[src/rtl/loader_pkg.sv]
// Shared types and constants for the instruction-memory boot loader.
// States, bytes per word and bytes in the length header.
package loader_pkg;

  localparam int WORD_BYTES = 4;
  localparam int LEN_BYTES  = 2;

  typedef enum logic [2:0] {
    S_LEN0,
    S_LEN1,
    S_DATA,
    S_WRITE,
    S_CSUM,
    S_RUN,
    S_ERR
  } loader_state_t;

endpackage

[src/rtl/byte_packer.sv]
// Packs a little-endian byte stream into 32-bit words.
// Latency: word and word_done are valid combinationally with the 4th byte.
// Backpressure: none; shifts only when shift_en is high.
module byte_packer
  import loader_pkg::*;
(
  input  logic        clk,
  input  logic        rst,
  input  logic        shift_en,
  input  logic [7:0]  rx_byte,
  output logic [31:0] word,
  output logic        word_done
);

  logic [1:0]                    idx;
  logic [8*(WORD_BYTES-1)-1:0]   low_bytes;

  // The incoming byte fills the top lane directly, so only the lower three
  // lanes of the 32-bit shift register need storage.
  always_ff @(posedge clk or posedge rst) begin
    if (rst) begin
      idx       <= '0;
      low_bytes <= '0;
    end else if (shift_en) begin
      idx       <= idx + 2'd1;
      low_bytes <= {rx_byte, low_bytes[8*(WORD_BYTES-1)-1:8]};
    end
  end

  assign word      = {rx_byte, low_bytes};
  assign word_done = shift_en && (idx == 2'(WORD_BYTES - 1));

endmodule

[src/rtl/imem_loader.sv]
// Boot loader: length header, LE word packing, imem writes, then cpu_run.
// Latency: write one cycle after a word's 4th byte; optional trailing checksum via IMEM_LOADER_CHECKSUM_EN.
// Backpressure: rx_ready is a registered state decode, low during writes and in terminal states.
module imem_loader
  import loader_pkg::*;
#(
  parameter logic [31:0] BASE_ADDR = 32'h0,
  parameter int unsigned MAX_WORDS = 256
) (
  input  logic        clk,
  input  logic        rst,
  input  logic        rx_valid,
  input  logic [7:0]  rx_data,
  output logic        rx_ready,
  output logic        imem_wen,
  output logic [31:0] imem_addr,
  output logic [31:0] imem_wdata,
  output logic        cpu_run,
  output logic        load_err,
  output logic [15:0] words_loaded
);

`ifdef IMEM_LOADER_CHECKSUM_EN
  localparam loader_state_t S_TAIL = S_CSUM;
`else
  localparam loader_state_t S_TAIL = S_RUN;
`endif

  loader_state_t                state;
  loader_state_t                state_nxt;
  logic [8*(LEN_BYTES-1)-1:0]   len_lo;
  logic [15:0]                  n_words;
  logic [15:0]                  len_rx;
  logic                         rx_fire;
  logic [31:0]                  word;
  logic                         word_done;

  assign rx_fire = rx_valid && rx_ready;
  assign len_rx  = {rx_data, len_lo};

  byte_packer u_packer (
    .clk       (clk),
    .rst       (rst),
    .shift_en  (rx_fire && (state == S_DATA)),
    .rx_byte   (rx_data),
    .word      (word),
    .word_done (word_done)
  );

`ifdef IMEM_LOADER_CHECKSUM_EN
  logic [7:0] csum;
  logic [7:0] csum_fin;

  assign csum_fin = csum + rx_data;

  always_ff @(posedge clk or posedge rst) begin
    if (rst) begin
      csum <= 8'd0;
    end else if (rx_fire) begin
      csum <= csum_fin;
    end
  end
`endif

  always_comb begin
    state_nxt = state;
    case (state)
      S_LEN0: begin
        if (rx_fire) state_nxt = S_LEN1;
      end
      S_LEN1: begin
        if (rx_fire) begin
          if ({1'b0, len_rx} > 17'(MAX_WORDS)) state_nxt = S_ERR;
          else if (len_rx == 16'd0)            state_nxt = S_TAIL;
          else                                 state_nxt = S_DATA;
        end
      end
      S_DATA: begin
        if (word_done) state_nxt = S_WRITE;
      end
      S_WRITE: begin
        if ((words_loaded + 16'd1) == n_words) state_nxt = S_TAIL;
        else                                   state_nxt = S_DATA;
      end
      S_CSUM: begin
`ifdef IMEM_LOADER_CHECKSUM_EN
        if (rx_fire) state_nxt = (csum_fin == 8'd0) ? S_RUN : S_ERR;
`else
        state_nxt = S_ERR;
`endif
      end
      S_RUN:   state_nxt = S_RUN;
      S_ERR:   state_nxt = S_ERR;
      default: state_nxt = S_ERR;
    endcase
  end

  // Outputs decode the next state so they are registered yet line up with it.
  always_ff @(posedge clk or posedge rst) begin
    if (rst) begin
      state        <= S_LEN0;
      rx_ready     <= 1'b0;
      imem_wen     <= 1'b0;
      imem_addr    <= BASE_ADDR;
      imem_wdata   <= 32'd0;
      cpu_run      <= 1'b0;
      load_err     <= 1'b0;
      words_loaded <= 16'd0;
      len_lo       <= '0;
      n_words      <= 16'd0;
    end else begin
      state    <= state_nxt;
      rx_ready <= (state_nxt == S_LEN0) || (state_nxt == S_LEN1) ||
                  (state_nxt == S_DATA) || (state_nxt == S_CSUM);
      imem_wen <= (state_nxt == S_WRITE);
      cpu_run  <= (state_nxt == S_RUN);
      load_err <= (state_nxt == S_ERR);
      if (rx_fire && (state == S_LEN0)) len_lo  <= rx_data;
      if (rx_fire && (state == S_LEN1)) n_words <= len_rx;
      if (word_done) begin
        imem_addr  <= BASE_ADDR + {14'd0, words_loaded, 2'b00};
        imem_wdata <= word;
      end
      if (state == S_WRITE) words_loaded <= words_loaded + 16'd1;
    end
  end

endmodule

[config.mk]
export PLATFORM = sky130hd
export DESIGN_NAME = imem_loader
export DESIGN_NICKNAME = d
export VERILOG_FILES = /design/src/rtl/loader_pkg.sv /design/src/rtl/byte_packer.sv /design/src/rtl/imem_loader.sv
export SDC_FILE = /design/constraint.sdc
export NUM_CORES = 1
export LEC_CHECK = 0
export CAP_MARGIN = 20
export CORE_AREA = 2 2 146 177
export CTS_BUF_LIST = sky130_fd_sc_hd__clkbuf_16
export CTS_CLUSTER_DIAMETER = 50
export DETAILED_ROUTE_END_ITERATION = 6
export DIE_AREA = 0 0 148 179
export PLACE_DENSITY = 0.51
export SYNTH_ARGS = -nofsm -noshare
export SYNTH_HDL_FRONTEND = slang
export SYNTH_SLANG_ARGS = --single-unit
[constraint.sdc]
create_clock -name clk -period 4.2 [get_ports clk]
set_input_delay 0.84 -clock clk [delete_from_list [all_inputs] [get_ports clk]]
set_output_delay 0.84 -clock clk [all_outputs]
set_load 0.03 [all_outputs]
==> flow_metrics.tcl, run 1 <==
set metrics [dict create \
    status "finished clean" \
    clk_latency_ns 0.42 \
    grt-ovfl-total 0 \
    cap_violations 0 \
    multi_input_area_sq_um 2341 \
    synth_ff_type "dfrtp_1" \
    fillCellCount 2626 \
    detail-route-antenna-nets 0 \
    via_count 3912 \
    finalSetupTns_ns 0 \
    layout_min_cycle_time_ns 2.878 \
    io_pins 95 \
    die_y_um 179 \
    min_path_type "reg2reg" \
    cts_buffers 17 \
    die-area_sq_um 26490 \
    dr.pass1.iters 4 \
    antenna_found_initial 0 \
    fp.coreArea_sq_um 24980 \
    worstMarginPinSlew_ns 0.8986 \
    cp_max_fo 9 \
    wl_per_cell_um 15.08 \
    core.rowCount 64 \
    fmax_mhz 347.4 \
    final-hold-violation-count 0 \
    synthCells 526 \
    yosysUniqueCellTypes 65 \
    dpl_cell_area_sq_um 6645 \
    synth_enable_flop_cells 0 \
    cts_tree "yes" \
    cts.sinks 121 \
    min_path_cells 2 \
    rsz0062_at_grt "false" \
    layout-drive-gt1-share_pct 18.51 \
    path_clk_slew_ns 0.06 \
    powerDensity_nw_per_um2 353.8 \
    antennaDiodeCount 0 \
    hpwl_um 9807 \
    yosysWarnings 0 \
    grt_max_degree 58 \
    clk_path_buf_depth 2 \
    holdWs_ns 0.4711 \
    ir_drop_uv 252.3 \
    critical_path_class "reg2reg" \
    htree_levels 4 \
    cts.repair.resized 0 \
    r2r_cells 8 \
    fin_area_sq_um 7189 \
    ys_ff_latch 121 \
    cts_root_buf "clkbuf_16" \
    die_w_um 148 \
    maxSlewViolCount 0 \
    numPortBuffers 78 \
    synth_area_sq_um 5635 \
    clock_skew_ns 0.007348 \
    drc 0 \
    viasPerCell 4.135 \
    async_reset_ff_share_pct 100.0 \
    grt_pass1_vias 3863 \
    seq_area_frac_synth_pct 53.73 \
    power_leakage_nw 3.362 \
    initial_core_util_pct 22.56 \
    setup_viol 0 \
    seq_area_sq_um 3028 \
    min_period_over_period_pct 68.53 \
    timing.critical_path.to_type "flop" \
    cp.arrival_ns 3.17 \
    postCtsSetupRepairBufs 0 \
    track_usage_pct 11.27 \
    finalWirelength_um 14260 \
    first_iter_violations 239 \
    ctsHoldBuffers 0 \
    grt_pass1_wl_um 22710 \
    nets 616 \
    gp_congestion 0.7680 \
    fin_ws_ns 1.322 \
    relSlewSlack_pct 40.01 \
    synthToLayoutAreaGrowth_pct 27.58 \
    worstSetupStartpointType "flop" \
    synth.avg_cell_area_sq_um 10.71 \
    place_ws_ns 1.122 \
    required_ns 4.49 \
]
-- per-stage QoR --
step           instances  util [%]  total power (W)
2_1_floorplan        541         -         0.001235
3_3_place_gp         913     26.60         0.001255
3_5_place_dp         913     26.60         0.001255
4_1_cts              945     28.72         0.002586
5_1_grt              946     28.78         0.002640
6_report             946     28.78         0.002543
-- metal layers --
metal | wire (um) | global-route usage (%) | share of wire, % | vias to the layer above
met5 | 0 | 0 | 0 | -
met4 | 240 | 3.849 | 1.7 | 0
met3 | 565 | 3.181 | 4.0 | 15
met2 | 6831 | 18.44 | 48 | 88
met1 | 6627 | 14.34 | 46 | 1920
li1 | - | - | - | 1889
-- state kept, by name (all words and copies together), names as in the netlist --
| signal | cells |
|---|---|
| load_err | 1 |
| u_packer.low_bytes | 24 |
| len_lo | 8 |
| imem_addr | 16 |
| u_packer.idx | 2 |
| n_words | 16 |
| words_loaded | 16 |
| imem_wen | 1 |
| cpu_run | 1 |
| state | 3 |
| imem_wdata | 32 |
| rx_ready | 1 |
-- logic make-up after synthesis --
kind of cell / synth area share (%)
buffers and inverters: 5.817
adder cells (fa/ha/maj): 0.4440
other: 0.06654
flip-flops: 53.73
AND/OR/NAND/NOR: 19.87
XOR/XNOR: 5.440
multiplexers: 9.991
AO/OA/AOI/OAI: 4.640
-- cells in the mapped netlist (all sizes together), types with 2 or more instances --
cell,count,area share (%)
o21a,2,0.27
or2,2,0.22
buf,29,4.0
nor3b,2,0.36
nand2,153,10
nor4b,3,0.95
nor2,18,1.3
o21ai,10,0.95
nor3,10,0.98
and3,2,0.22
a21oi,7,0.69
inv,8,0.53
dfrtp,121,54
a211oi,2,0.36
nand3,14,1.3
nand2b,5,0.56
ha,2,0.44
or3,4,0.53
mux2,50,10
a21boi,2,0.33
nand4,6,0.89
and4,2,0.31
clkbuf,11,1.1
o31ai,3,0.40
nor4,5,0.78
xor2,8,1.2
xnor2,27,4.2
-- cell usage in the layout (no fill, tap or decap), types with 3 or more instances in the layout --
master,synthesis,layout
a21oi_1,6,6
buf_4,17,4
clkbuf_16,0,17
clkdlybuf4s50_1,0,78
clkinv_4,0,4
clkinvlp_4,0,3
conb_1,1,16
dfrtp_1,121,121
inv_1,7,8
inv_6,0,3
mux2_2,50,50
nand2_1,151,151
nand2b_1,5,5
nand3_1,13,12
nand4_1,4,4
nor2_1,16,16
nor3_1,9,9
nor4_1,3,3
o21ai_0,9,9
o31ai_1,3,3
or3_1,3,3
xnor2_1,27,27
xor2_1,8,8
-- layout make-up --
class,count,area share [%]
Sequential cell,121,42.12
Multi-Input combinational cell,371,32.56
Timing Repair Buffer,84,11.76
Clock buffer,17,5.917
Tap cell,330,5.743
Clock inverter,15,1.444
Inverter,8,0.4525
-- worst paths after layout --
path                            slack [ns]                               from                   endpoint
worst max-delay path                  1.32        words_loaded[0]$_DFFE_PP0N_         load_err$_DFF_PP0_
worst min register to register        0.47  u_packer.low_bytes[2]$_DFFE_PP0P_  imem_wdata[2]$_DFFE_PP0P_
max in group asynchronous             2.64                                rst   imem_addr[2]$_DFFE_PP0P_
worst min-delay path                  0.47  u_packer.low_bytes[2]$_DFFE_PP0P_  imem_wdata[2]$_DFFE_PP0P_
worst max register to register        1.32        words_loaded[0]$_DFFE_PP0N_         load_err$_DFF_PP0_
min in group asynchronous             0.84                                rst  imem_addr[15]$_DFFE_PP0P_
-- worst max-delay path, cell delays in order, from the launching register on --
cell and delay, ns:
dfrtp_1 0.58, ha_1 0.40, nand4_2 0.20, or3_1 0.40, a21oi_2 0.16, nor3_1 0.08, or4_4 0.49, nor4b_2 0.36
nor3b_2 0.08
-- power breakdown --
part / switching, W / internal, W / total (W)
sequential: 0 / 0.00117 / 0.00117
combinational: 0.0000527 / 0.0000118 / 0.0000644
clock: 0.000562 / 0.000751 / 0.00131
Note: power is estimated with default switching activity, not from simulation.
==> run 2: changes to the inputs <==
--- a/config.mk
+++ b/config.mk
@@ -11,7 +11,7 @@
 export CTS_CLUSTER_DIAMETER = 50
 export DETAILED_ROUTE_END_ITERATION = 6
 export DIE_AREA = 0 0 148 179
-export PLACE_DENSITY = 0.51
+export PLACE_DENSITY = 0.5
 export SYNTH_ARGS = -nofsm -noshare
 export SYNTH_HDL_FRONTEND = slang
 export SYNTH_SLANG_ARGS = --single-unit
==> constraint.sdc (replaced) <==
create_clock -name clk -period 2.8 [get_ports clk]
set_input_delay 0.56 -clock clk [delete_from_list [all_inputs] [get_ports clk]]
set_output_delay 0.56 -clock clk [all_outputs]
set_load 0.03 [all_outputs]
==> run 2 against run 1 <==
  * Cell count increased by 1.7%
  * Clock-buffer cell count unchanged
  * Flip-flop and latch count unchanged
  * Sequential power increased by 50%
  * Hold slack got worse by 0.0074 ns
  * Die area unchanged
  * Register-to-register slack got worse by 1.1 ns
  * Critical path depth decreased by 1
  * Critical path type unchanged
  * Via count increased by 1.2%
  * Routed wire length increased by 4.6%
  * Setup slack got worse by 1.1 ns
  * Power increased by 62%
  * Highest routed layer unchanged
==> flow_metrics.tcl, run 2 (same netlist as run 1, synthesis figures left out) <==
set metrics [dict create \
    htree_levels 4 \
    slowest_stage "dfrtp_1" \
    grt_pass1_vias 4101 \
    min_period_over_period_pct 91.51 \
    status "finished clean" \
    switching_power_w 0.0009326 \
    numPortBuffers 78 \
    timing.critical_path.to_type "flop" \
    antenna_found_initial 0 \
    r2r_slack_ns 0.24 \
    die_y_um 179 \
    critical_path_class "reg2reg" \
    clockPowerShare_pct 54.8 \
    cts_root_buf "clkbuf_16" \
    antennaDiodeCount 0 \
    die_w_um 148 \
    min_path_type "reg2reg" \
    path_clk_slew_ns 0.06 \
    ctsHoldBuffers 0 \
    worstSetupStartpointType "flop" \
    clock_skew_ns 0.007798 \
    cts_tree "yes" \
    gp_congestion 0.7883 \
    p_int_w 0.003177 \
    holdWs_ns 0.4637 \
    cts_buffers 17 \
    io_pins 95 \
    path_cells "nand3_2 -> or3_4 -> nor3_2 -> nor3_1 -> or4_4 -> nor4b_2 -> nor3b_2" \
    track_usage_pct 11.87 \
    layout-drive-gt1-share_pct 20.73 \
    first_iter_violations 229 \
    place_ws_ns 0.2299 \
    cp.arrival_ns 2.86 \
    critPathBufInv 0 \
    hpwl_um 10390 \
    clk_path_buf_depth 2 \
    p_total_w 0.004109 \
    final_common_cell "nand2_1" \
    powerDensity_nw_per_um2 554.4 \
    finalWirelength_um 14920 \
    grt_max_degree 59 \
    maxSlewViolCount 0 \
    cap_violations 0 \
    reg_top3 "imem_wdata x32, u_packer.low_bytes x24" \
    clk_latency_ns 0.42 \
    postCtsSetupRepairBufs 0 \
    crit_family "simple AND/OR/NAND/NOR gates" \
    drc 0 \
    rsz0062_at_grt "false" \
    cts.sinks 121 \
    grt_pass1_wl_um 24000 \
    initial_core_util_pct 22.56 \
    largest_register "imem_wdata" \
    setup_viol 0 \
    slowest_delay_ns 0.61 \
    via_count 3960 \
    synthToLayoutAreaGrowth_pct 31.53 \
    final_cell_mix "nand2_1, dfrtp_1, clkdlybuf4s50_1" \
    cts.repair.resized 0 \
    wl_per_cell_um 15.51 \
    required_ns 3.10 \
    layout_min_cycle_time_ns 2.562 \
    die-area_sq_um 26490 \
    swShare_pct 22.69 \
    power_frac_seq_pct 42.6 \
    relSlewSlack_pct 59.17 \
    detail-route-antenna-nets 0 \
    largest_register_ffs 32 \
    viasPerCell 4.116 \
    core.rowCount 64 \
    nets 632 \
    fp.coreArea_sq_um 24980 \
    worstMarginPinSlew_ns 0.6124 \
    power_leakage_nw 3.482 \
    ir_drop_uv 392.8 \
    finalSetupTns_ns 0 \
    grt-ovfl-total 0 \
    final-hold-violation-count 0 \
    dr.pass1.iters 4 \
    fin_ws_ns 0.2377 \
    fmax_mhz 390.3 \
    cp_max_fo 9 \
    combPwrFrac_pct 2.6 \
]
-- run 2: cell count changes in the layout (fill, tap and decap cells not counted), sizes merged --
cell      before  now
bufinv         0    3
inv           13   11
buf            6   22
clkinvlp       3    2
-- run 2: layout make-up --
class | count | area (sq um)
fillers | 2626 | 17570
flip-flops and latches | 121 | 3028
multi-input cells | 371 | 2341
repair buffers | 100 | 996.0
clock buffers | 17 | 425.4
well taps | 330 | 412.9
clock inverters | 15 | 175.2
inverters | 8 | 33.78
-- run 2: through the flow --
stage                     cell area, sq um  instances  utilization (%)
final                                 7412        962            29.67
after global routing                  7412        962            29.67
after CTS                             7412        962            29.67
after detailed placement              6812        930            27.26
after global placement                6812        930            27.26
after floorplan                       5695        541                -
-- run 2: worst paths after layout --
check	start	end	cells after the start
setup / recovery	words_loaded[3]$_DFFE_PP0N_	load_err$_DFF_PP0_	7
hold / removal	u_packer.low_bytes[1]$_DFFE_PP0P_	imem_wdata[1]$_DFFE_PP0P_	2
setup reg to reg	words_loaded[3]$_DFFE_PP0N_	load_err$_DFF_PP0_	7
hold reg to reg	u_packer.low_bytes[1]$_DFFE_PP0P_	imem_wdata[1]$_DFFE_PP0P_	2
max in group asynchronous	rst	imem_wdata[24]$_DFFE_PP0P_	3
min in group asynchronous	rst	imem_wdata[3]$_DFFE_PP0P_	2
-- run 2: power by group through the flow --
| stage | Clock, W | Sequential [W] | Combinational [W] |
|---|---|---|---|
| final | 0.00225 | 0.00175 | 0.000108 |
| after global routing | 0.00239 | 0.00175 | 0.000122 |
| after CTS | 0.00231 | 0.00175 | 0.000113 |
| after detailed placement | 0 | 0.00178 | 0.000114 |
| after global placement | 0 | 0.00178 | 0.000114 |
| after floorplan | 0 | 0.00178 | 0.0000725 |
-- run 2: routing by layer --
metal / global-route usage, % / part of all wire (%) / wire (um)
met1: 15.10 / 46 / 6924
met2: 19.50 / 48 / 7139
met3: 3.181 / 3.9 / 580
met4: 4.127 / 1.8 / 276
met5: 0 / 0 / 0
-- run 2: tightest hold or removal path, delay by kind of cell (launching register included) --
family | cells | cell delay (ns)
flip-flops | 1 | 0.34
AND/OR/NAND/NOR | 2 | 0.10
==> run 3: changes to the inputs <==
--- a/config.mk
+++ b/config.mk
@@ -6,12 +6,12 @@
 export NUM_CORES = 1
 export LEC_CHECK = 0
 export CAP_MARGIN = 20
-export CORE_AREA = 2 2 146 177
+export CORE_AREA = 2 2 129 156
 export CTS_BUF_LIST = sky130_fd_sc_hd__clkbuf_16
 export CTS_CLUSTER_DIAMETER = 50
 export DETAILED_ROUTE_END_ITERATION = 6
-export DIE_AREA = 0 0 148 179
-export PLACE_DENSITY = 0.5
+export DIE_AREA = 0 0 131 158
+export PLACE_DENSITY = 0.58
 export SYNTH_ARGS = -nofsm -noshare
 export SYNTH_HDL_FRONTEND = slang
 export SYNTH_SLANG_ARGS = --single-unit
==> run 3 against run 2 <==
  * Global-route usage up 2.6 points
  * Via count rose by 1.6%
  * Routed wire length is 6.1% lower
  * Flip-flop and latch count unchanged
  * Power is 3.1% lower
  * Non-clock buffer count is 2 higher
  * Core utilization up 8.2 points
==> flow_metrics.tcl, run 3 (same netlist as run 1, synthesis figures left out) <==
set metrics [dict create \
    place_ws_ns 0.3082 \
    ctsHoldBuffers 0 \
    postCtsSetupRepairBufs 0 \
    slowest_stage "dfrtp_1" \
    worstMarginPinSlew_ns 0.7473 \
    core.rowCount 56 \
    power_leakage_nw 3.461 \
    fillCellCount 1924 \
    path_clk_slew_ns 0.06 \
    antennaDiodeCount 0 \
    reg_top3 "imem_wdata x32, u_packer.low_bytes x24" \
    cap_violations 0 \
    fin_ws_ns 0.3204 \
    slowest_delay_ns 0.56 \
    final_cell_mix "nand2_1, dfrtp_1, clkdlybuf4s50_1" \
    gp_congestion 0.8287 \
    status "finished clean" \
    clock_skew_ns 0.01186 \
    cts.sinks 121 \
    detail-route-antenna-nets 0 \
    grt-ovfl-total 0 \
    r2r_slack_ns 0.32 \
    path_cells "nand3_2 -> or3_4 -> nor3_2 -> nor3_1 -> or4_4 -> nor4b_2 -> nor3b_2" \
    via_count 4022 \
    layout_min_cycle_time_ns 2.480 \
    cts_buffers 17 \
    dpl_cell_area_sq_um 6728 \
    holdWs_ns 0.4734 \
    wl_per_cell_um 15.68 \
    antenna_found_initial 0 \
    grt_pass1_vias 4239 \
    first_iter_violations 201 \
    fp.coreArea_sq_um 19270 \
    rsz0062_at_grt "false" \
    synthToLayoutAreaGrowth_pct 29.42 \
    grt_max_degree 45 \
    powerDensity_nw_per_um2 546.1 \
    cts.repair.resized 0 \
    p_total_w 0.003983 \
    setup_viol 0 \
    cts_tree "yes" \
    relSlewSlack_pct 50.07 \
    layout-drive-gt1-share_pct 21.33 \
    hpwl_um 10020 \
    clk_path_buf_depth 2 \
    worstSetupStartpointType "flop" \
    maxSlewViolCount 0 \
    timing.critical_path.to_type "flop" \
    initial_core_util_pct 29.25 \
    final-hold-violation-count 0 \
    critical_path_class "reg2reg" \
    p_int_w 0.003016 \
    switching_power_w 0.0009665 \
    finalSetupTns_ns 0 \
    swShare_pct 24.27 \
    cts_root_buf "clkbuf_16" \
    largest_register_ffs 32 \
    die_w_um 131 \
    finalWirelength_um 14010 \
    viasPerCell 4.499 \
    final_common_cell "nand2_1" \
    clk_latency_ns 0.42 \
    cp_max_fo 9 \
    min_path_type "reg2reg" \
    fin_area_sq_um 7293 \
    largest_register "imem_wdata" \
    io_pins 95 \
    power_frac_seq_pct 43.9 \
    ir_drop_uv 411.7 \
    die-area_sq_um 20700 \
    grt_pass1_wl_um 22780 \
    htree_levels 4 \
    track_usage_pct 14.50 \
    required_ns 3.10 \
    combPwrFrac_pct 2.8 \
    die_y_um 158 \
    clockPowerShare_pct 53.3 \
    numPortBuffers 78 \
    dr.pass1.iters 4 \
    seq_area_sq_um 3028 \
    fmax_mhz 403.3 \
    drc 0 \
    multi_input_area_sq_um 2341 \
    min_period_over_period_pct 88.56 \
    nets 634 \
    cp.arrival_ns 2.78 \
]
run 3: cell types whose count changed in the layout (fill, tap and decap cells not counted), moves of 2 or more:
cell	delta
buf_4	+3
bufinv_16	-2
clkinv_1	-2
clkinv_4	-2
clkinvlp_4	+3
inv_8	+2
run 3: final timing paths:
kind,endpoint,depth (start not counted),from
worst max-delay path,load_err$_DFF_PP0_,7,words_loaded[3]$_DFFE_PP0N_
worst min-delay path,imem_addr[3]$_DFFE_PP0P_,2,imem_addr[3]$_DFFE_PP0P_
worst max register to register,load_err$_DFF_PP0_,7,words_loaded[3]$_DFFE_PP0N_
worst min register to register,imem_addr[3]$_DFFE_PP0P_,2,imem_addr[3]$_DFFE_PP0P_
max in group asynchronous,imem_wdata[26]$_DFFE_PP0P_,3,rst
min in group asynchronous,imem_wen$_DFF_PP0_,2,rst
run 3: layout make-up:
| type | count | share of cell area, % |
|---|---|---|
| inverters | 8 | 0.4632 |
| flip-flops and latches | 121 | 41.52 |
| clock buffers | 17 | 5.833 |
| repair buffers | 102 | 13.69 |
| well taps | 261 | 4.478 |
| clock inverters | 14 | 1.921 |
| multi-input cells | 371 | 32.10 |
run 3: per-stage QoR:
step / cells / utilization, %
finish: 894 / 37.85
global placement: 863 / 34.92
global route: 894 / 37.85
detailed placement: 863 / 34.92
CTS: 894 / 37.85
floorplan: 541 / -
run 3: power by group through the flow:
stage                      logic, W  clock network, W  registers (W)
after floorplan           0.0000725                 0        0.00178
after global placement     0.000113                 0        0.00178
after detailed placement   0.000116                 0        0.00178
after CTS                  0.000116           0.00217        0.00175
after global routing       0.000126           0.00225        0.00175
final                      0.000112           0.00212        0.00175
run 3: metal layers:
layer / vias to the layer above / routed length [um] / GRT usage [%]
li1: 1924 / - / -
met1: 1998 / 6287 / 18.12
met2: 86 / 7097 / 24.94
met3: 14 / 452 / 2.873
met4: 0 / 176 / 4.813
met5: - / 0 / 0
run 3: worst max-delay path, delay by kind of cell (launching register included):
family        cells  cell delay (ns)
flops             1             0.56
simple gates      7             1.80
